File: src/rtl/fetch_sequencer.sv
// Instruction fetch/sequencing stage: owns the PC, drives the ROM address, latches
// opcodes into the instruction register and handles SNZ skips, stall, halt/wrap.
module fetch_sequencer #(
  parameter int                   ADDR_W    = 4,
  parameter int                   INSTR_W   = 4,
  parameter int                   LAST_ADDR = 15,
  parameter int                   WRAP_EN   = 0,
  parameter logic [INSTR_W-1:0]   SNZA_OP   = 4'b1000,
  parameter logic [INSTR_W-1:0]   SNZS_OP   = 4'b0100,
  parameter int                   CNT_W     = 8
) (
  input  logic               clk,
  input  logic               rst_n,
  input  logic               run_i,
  input  logic               stall_i,
  input  logic               skip_cond_i,
  input  logic [INSTR_W-1:0] rom_data_i,
  output logic [ADDR_W-1:0]  rom_addr_o,
  output logic [INSTR_W-1:0] instr_o,
  output logic               instr_valid_o,
  output logic [ADDR_W-1:0]  pc_o,
  output logic               busy_o,
  output logic               halted_o,
  output logic [CNT_W-1:0]   instr_count_o
);

  typedef enum logic [1:0] {S_IDLE, S_FETCH, S_EXEC, S_HALT} state_t;

  localparam logic [INSTR_W-1:0] NOP_OP   = INSTR_W'(7);
  localparam logic [ADDR_W:0]    LAST_EXT = (ADDR_W+1)'(LAST_ADDR);
  localparam logic [ADDR_W:0]    SPAN     = (ADDR_W+1)'(LAST_ADDR + 1);
  localparam logic [CNT_W-1:0]   CNT_MAX  = '1;

  state_t            state;
  logic [ADDR_W-1:0] pc;
  logic [INSTR_W-1:0] instr;
  logic [CNT_W-1:0]  count;
  logic              valid_q, busy_q, halted_q;

  logic              skip;
  logic [ADDR_W:0]   next_pc;
  logic [ADDR_W:0]   wrapped_pc;

  // One extra bit so pc+2 at the top of the address space is seen as an overshoot.
  always_comb begin
    skip       = ((instr == SNZA_OP) || (instr == SNZS_OP)) && skip_cond_i;
    next_pc    = {1'b0, pc} + (ADDR_W+1)'(1) + (ADDR_W+1)'(skip);
    wrapped_pc = next_pc - SPAN;
  end

  // NOTE: all state uses non-blocking assignments so every register samples
  // pre-edge values; blocking here would create order-dependent simulation.
  always_ff @(posedge clk or negedge rst_n) begin
    if (!rst_n) begin
      state    <= S_IDLE;
      pc       <= '0;
      instr    <= NOP_OP;
      count    <= '0;
      valid_q  <= 1'b0;
      busy_q   <= 1'b0;
      halted_q <= 1'b0;
    end else begin
      case (state)
        S_IDLE: begin
          if (run_i) begin
            state  <= S_FETCH;
            pc     <= '0;
            count  <= '0;
            busy_q <= 1'b1;
          end
        end
        S_FETCH: begin
          instr   <= rom_data_i;
          state   <= S_EXEC;
          valid_q <= 1'b1;
        end
        S_EXEC: begin
          if (!stall_i) begin
            valid_q <= 1'b0;
            if (count != CNT_MAX) count <= count + CNT_W'(1);
            if (next_pc > LAST_EXT) begin
              if (WRAP_EN != 0) begin
                pc    <= wrapped_pc[ADDR_W-1:0];
                state <= S_FETCH;
              end else begin
                state    <= S_HALT;
                busy_q   <= 1'b0;
                halted_q <= 1'b1;
              end
            end else begin
              pc    <= next_pc[ADDR_W-1:0];
              state <= S_FETCH;
            end
          end
        end
        S_HALT: begin
          if (!run_i) begin
            state    <= S_IDLE;
            halted_q <= 1'b0;
          end
        end
        default: state <= S_IDLE;
      endcase
    end
  end

  assign rom_addr_o    = pc;
  assign pc_o          = pc;
  assign instr_o       = instr;
  assign instr_valid_o = valid_q;
  assign busy_o        = busy_q;
  assign halted_o      = halted_q;
  assign instr_count_o = count;

endmodule

File: config.mk
export PLATFORM = sky130hd
export DESIGN_NAME = fetch_sequencer
export DESIGN_NICKNAME = d
export VERILOG_FILES = /design/src/rtl/fetch_sequencer.sv
export SDC_FILE = /design/constraint.sdc
export NUM_CORES = 1
export LEC_CHECK = 0
export CORE_UTILIZATION = 35
export DETAILED_ROUTE_END_ITERATION = 6
export MAX_ROUTING_LAYER = met4
export SKIP_LAST_GASP = 1
export SLEW_MARGIN = 20
export SYNTH_ARGS = -nofsm -noshare
export SYNTH_HDL_FRONTEND = slang
export SYNTH_SLANG_ARGS = --single-unit
export TNS_END_PERCENT = 1
File: constraint.sdc
create_clock -name clk -period 3 [get_ports clk]
set_input_delay 0.75 -clock clk [delete_from_list [all_inputs] [get_ports clk]]
set_output_delay 0.75 -clock clk [all_outputs]
set_load 0.005 [all_outputs]
==> results of run 1 <==
cell families after synthesis:
logic type	count (synthesis)
XOR/XNOR	1
buffers and inverters	12
flip-flops	21
multiplexers	6
adder cells (fa/ha/maj)	3
AO/OA/AOI/OAI	28
AND/OR/NAND/NOR	43
stage by stage:
step / instance area (um2) / hold slack [ps] / instances
floorplan: 1132 / 454.4 / 114
global placement: 1470 / 516.4 / 184
detailed placement: 1470 / 489.7 / 184
CTS: 1496 / 533.8 / 188
global route: 1496 / 561.5 / 188
finish: 1496 / 530.2 / 188
state kept, by name, indices dropped and copies added, names as in the netlist:
name and cells:
busy_o 1, halted_o 1, instr_count_o 8, instr_o 4, instr_valid_o 1, pc_o 4
state 2
power groups by stage:
| stage | logic, mW | clock network (mW) | registers [mW] |
|---|---|---|---|
| 4_1_cts | 0.483 | 0.151 | 0.472 |
| 6_report | 0.479 | 0.143 | 0.474 |
| 5_1_grt | 0.529 | 0.156 | 0.487 |
| 2_1_floorplan | 0.296 | 0 | 0.446 |
| 3_3_place_gp | 0.478 | 0 | 0.475 |
| 3_5_place_dp | 0.481 | 0 | 0.476 |
layer usage:
layer  vias up  track usage, %  part of all wire, %
met1       466           18.41                   46
met4         0           7.483                  2.3
met3         7           2.198                  3.1
li1        471               -                    -
met2        29           28.25                   49
met5         -               -                    0
critical path: stages:
cell             delay [ps]
clkdlybuf4s50_1         400
nand3_1                  60
ha_1                    180
inv_1                    50
ha_1                    210
and3_1                  220
a221o_1                 350
or4_1                   480
a21oi_1                 150
final cells by class:
| class | instances | area [um2] | share of cell area, % |
|---|---|---|---|
| well taps | 44 | 55.05 | 3.679 |
| flip-flops and latches | 21 | 529.3 | 35.37 |
| repair buffers | 33 | 325.3 | 21.74 |
| inverters | 5 | 18.77 | 1.254 |
| multi-input cells | 81 | 541.8 | 36.20 |
| clock buffers | 4 | 26.28 | 1.756 |
how the worst min path moves through the flow:
stage             end  cells after the start  startpoint
6_report       busy_o                      2      busy_o
5_1_grt        busy_o                      2      busy_o
4_1_cts        busy_o                      2      busy_o
3_5_place_dp   busy_o                      2      busy_o
3_3_place_gp   busy_o                      2      busy_o
2_1_floorplan  busy_o                      0       rst_n
cells in the final DEF, fill, tap and decap left out, drive strengths merged, types with 4 or more instances in the layout:
cell / Yosys / layout
dfrtp: 18 / 18
o21ai: 4 / 4
clkbuf: 2 / 4
mux2: 5 / 5
nor2: 10 / 10
nand2b: 5 / 5
clkdlybuf4s50: 0 / 31
inv: 5 / 5
nand2: 10 / 10
a21oi: 8 / 8
==> impl_metrics.ini, run 1 <==
[detailed_routing]
wl_per_cell_um = 13.46
drc = 0
vias = 973
ant_nets = 0
viasPerCell = 5.176
wirelength_mm = 2.531
drt_iter0_drc = 20
firstDrtPassIters = 4

[floorplan]
core_mm2 = 0.003053
fp-row-count = 20
die-width_um = 58.88
dieArea_mm2 = 0.003467
initial_core_util_pct = 37.09
ios = 32
die_h_um = 58.88

[clocking]
cts_buffers = 3
clk_pin_slew_ps = 110
cts-root-buf = clkbuf_4
clock_path_buffers = 2
clkLatencyLatePin_ps = 310
cts.sinks = 21
cts-htree-levels = 1
post_cts_buffers = 0
postCtsHoldBufs = 0
cts-resized-gates = 0
cts_tree = done

[setup_path]
crit_fanout = 4
regToRegSetupSlack_ps = 560
rr_endpoint = pc_o[3]
start_kind = input pin
worstRegToRegCells = 9
r2r-start = instr_o[2]
required_ps = 3240
cp-endpoint = pc_o[3]
cp-end-kind = register
worstPathArrival_ps = 2850
startpoint = skip_cond_i
path_class = input pin to register

[synthesis]
yosysTopAreaCell = dfrtp_1
ys_ff_latch = 21
syn_nets = 126
synth_top_family_by_area = simple AND/OR/NAND/NOR gates
synth-xor-area-share_pct = 0.7735
ys_seq_area_share_pct = 46.74
async_reset_ff_share_pct = 100.0
ys_warn_count = 0
syn_inst = 114
synthAdderAreaFrac_pct = 3.315
synthMuxAreaShare_pct = 5.856
synth_area_leaders = dfrtp_1 40%, dfstp_2 7.0%, mux2_2 5.0%, a21oi_1 3.5%, ha_1 3.3%
synth_compound_area_share_pct = 17.02
syn-mean-instance-area_um2 = 9.933
post-synth-top-count-cell = dfrtp_1
synth_flop_cell = dfrtp_1
synth_edf_count = 0
syn-cell-area_mm2 = 0.001132
synth_top_area_share_pct = 39.78
netlist_top_cells_count = 18 x dfrtp_1, 10 x nand2_1, 10 x nor2_1
synthSimpleGateAreaFrac_pct = 20.88
ys_types = 36

[sta]
drv_slew = 0
setup-tns-final_ps = 0
setup_viol = 0
max_slew_margin_pct = 64.19
finalCriticalPeriod_ps = 2614
skew_ps = 9.277
hold_viol = 0
fin_ws_ps = 385.9
rsz0062_at_grt = no
fmax_mhz = 382.5
finalCritPeriodShare_pct = 87.14
tightest_slew_ps = 533.9

[power_and_ir_drop]
pwr-share-comb_pct = 43.7
p_leak_nw = 0.6436
total_power_mw = 1.095
power_frac_clock_pct = 13.0
peakVddDrop_v = 0.0003350
intPower_mw = 0.7077
sequentialPowerShare_pct = 43.2
power_density_mw_per_mm2 = 731.9
switching_power_mw = 0.3876
p_sw_share_pct = 35.39

[grt]
grt_overflow = 0
grt_pass1_wl_mm = 4.029
antenna_found_initial = 0
track_usage_pct = 16.23
grt_max_degree = 22
first_global_vias = 938

[outcome]
outcome = finished clean

[placement]
pre_cts_ws_ps = 81.96
place.gp.congestion = 0.8098
hpwlAfterDp_mm = 1.847
port_buffers = 31

[finish]
num_antenna_cells = 0
utilization_pct = 49.02
drive_above_1_share_pct = 13.89
fillCellCount = 306
fin_nets = 157
syn_to_final_growth_pct = 32.16

[hold_path]
worstHoldPathType = register to register

[run]
cap_violations = 0
No activity file was read; power rests on OpenSTA's default activity.
==> inputs of run 2 (changes only) <==
CELL_PAD_IN_SITES_DETAIL_PLACEMENT = 2   (was default)
CELL_PAD_IN_SITES_GLOBAL_PLACEMENT = 2   (was default)
CORE_UTILIZATION = 28   (was 35)
PLACE_DENSITY_LB_ADDON = 0.1   (was default)
==> impl_metrics.ini, run 2 (same netlist as run 1, synthesis figures left out) <==
[outcome]
outcome = finished clean

[power_and_ir_drop]
intPower_mw = 0.7595
pwr-share-comb_pct = 42.5
power_density_mw_per_mm2 = 767.0
switching_power_mw = 0.4123
power_frac_clock_pct = 16.5
sequentialPowerShare_pct = 41.0
total_power_mw = 1.172
p_leak_nw = 0.6559
peakVddDrop_v = 0.0003207
p_sw_share_pct = 35.19

[finish]
utilization_pct = 40.51
layout_common_cells = 31 x clkdlybuf4s50_1, 18 x dfrtp_1, 10 x nor2_1, 10 x nand2_1, 8 x a21oi_1
syn_to_final_growth_pct = 34.92
fillCellCount = 386
drive_above_1_share_pct = 14.48
num_antenna_cells = 0
final_common_cell = clkdlybuf4s50_1
fin_nets = 158
largest_reg_flops = 8

[setup_path]
regToRegSetupSlack_ps = 590
worstRegToRegCells = 9
crit_fanout = 4
rr_endpoint = pc_o[3]
cp-endpoint = pc_o[3]
path_class = input pin to register
r2r-start = instr_o[2]
startpoint = skip_cond_i
required_ps = 3190
cp-end-kind = register
worstPathArrival_ps = 2850
start_kind = input pin

[placement]
hpwlAfterDp_mm = 2.329
port_buffers = 31
place.gp.congestion = 0.8141

[clocking]
post_cts_buffers = 0
cts_tree = done
cts-htree-levels = 1
cts-root-buf = clkbuf_8
clkLatencyLatePin_ps = 260
cts.sinks = 21
clk_pin_slew_ps = 80
clock_path_buffers = 2
cts_buffers = 3
cts-resized-gates = 0
postCtsHoldBufs = 0

[detailed_routing]
vias = 993
viasPerCell = 5.145
ant_nets = 0
drc = 0
wirelength_mm = 3.117
firstDrtPassIters = 4
drt_iter0_drc = 33
wl_per_cell_um = 16.15

[grt]
grt_overflow = 0
first_global_vias = 1063
track_usage_pct = 16.24
grt_pass1_wl_mm = 5.057
antenna_found_initial = 0
grt_max_degree = 22

[sta]
finalCritPeriodShare_pct = 88.55
tightest_slew_ps = 594.2
max_slew_margin_pct = 60.15
drv_slew = 0
hold_viol = 0
setup-tns-final_ps = 0
setup_viol = 0
skew_ps = 4.975
fmax_mhz = 376.4
finalCriticalPeriod_ps = 2657
rsz0062_at_grt = no

[floorplan]
die_h_um = 65.59
fp-row-count = 22
core_mm2 = 0.003771
ios = 32
die-width_um = 65.59
initial_core_util_pct = 30.03
dieArea_mm2 = 0.004302

[run]
cap_violations = 0

[hold_path]
worstHoldPathType = register to register
-- run 2: cell types whose count changed in the layout (fill, tap and decap cells not counted), sizes merged --
cell / before / now
buf: 2 / 3
-- run 2: worst min-delay path by stage --
stage | end | cells past startpoint | from | slack [ps]
2_1_floorplan | busy_o | 0 | rst_n | 450
3_3_place_gp | busy_o | 2 | busy_o | 500
3_5_place_dp | busy_o | 2 | busy_o | 520
4_1_cts | instr_count_o[2] | 1 | instr_count_o[2] | 540
5_1_grt | instr_count_o[2] | 1 | instr_count_o[2] | 550
6_report | busy_o | 2 | busy_o | 520
-- run 2: critical path: stages --
cell,delay (ps)
clkdlybuf4s50_1,400
nand3_1,70
ha_1,190
inv_1,60
ha_1,210
and3_1,220
a221o_1,320
or4_1,460
a21oi_1,160
-- run 2: metal layers --
layer | share of wire [%] | track usage [%] | vias up | wire length (um)
li1 | - | - | 472 | -
met5 | 0 | - | - | 0
met1 | 45 | 19.40 | 491 | 1417
met2 | 50 | 27.96 | 24 | 1554
met4 | 1.1 | 4.891 | 0 | 33
met3 | 3.6 | 2.604 | 6 | 112
-- run 2: power by group through the flow --
stage	combinational, mW	clock [mW]	sequential (mW)
after detailed placement	0.509	0	0.484
after floorplan	0.296	0	0.446
after global routing	0.548	0.215	0.498
after CTS	0.510	0.204	0.483
final	0.499	0.193	0.480
after global placement	0.498	0	0.481
-- run 2: per-stage QoR --
step	hold slack, ps	cell area [um2]	instances	worst slack [ps]
2_1_floorplan	454.4	1132	114	584.9
3_5_place_dp	517.2	1483	189	52.58
4_1_cts	537.1	1528	193	328.1
6_report	522.2	1528	193	343.4
5_1_grt	546.4	1528	193	245.7
3_3_place_gp	499.3	1483	189	130.7
-- run 2: area by class of cell --
type / instances / area, um2 / share of cell area (%)
Timing Repair Buffer: 34 / 332.8 / 21.79
Inverter: 5 / 18.77 / 1.228
Multi-Input combinational cell: 81 / 541.8 / 35.46
Sequential cell: 21 / 529.3 / 34.64
Tap cell: 48 / 60.06 / 3.931
Clock buffer: 4 / 45.04 / 2.948
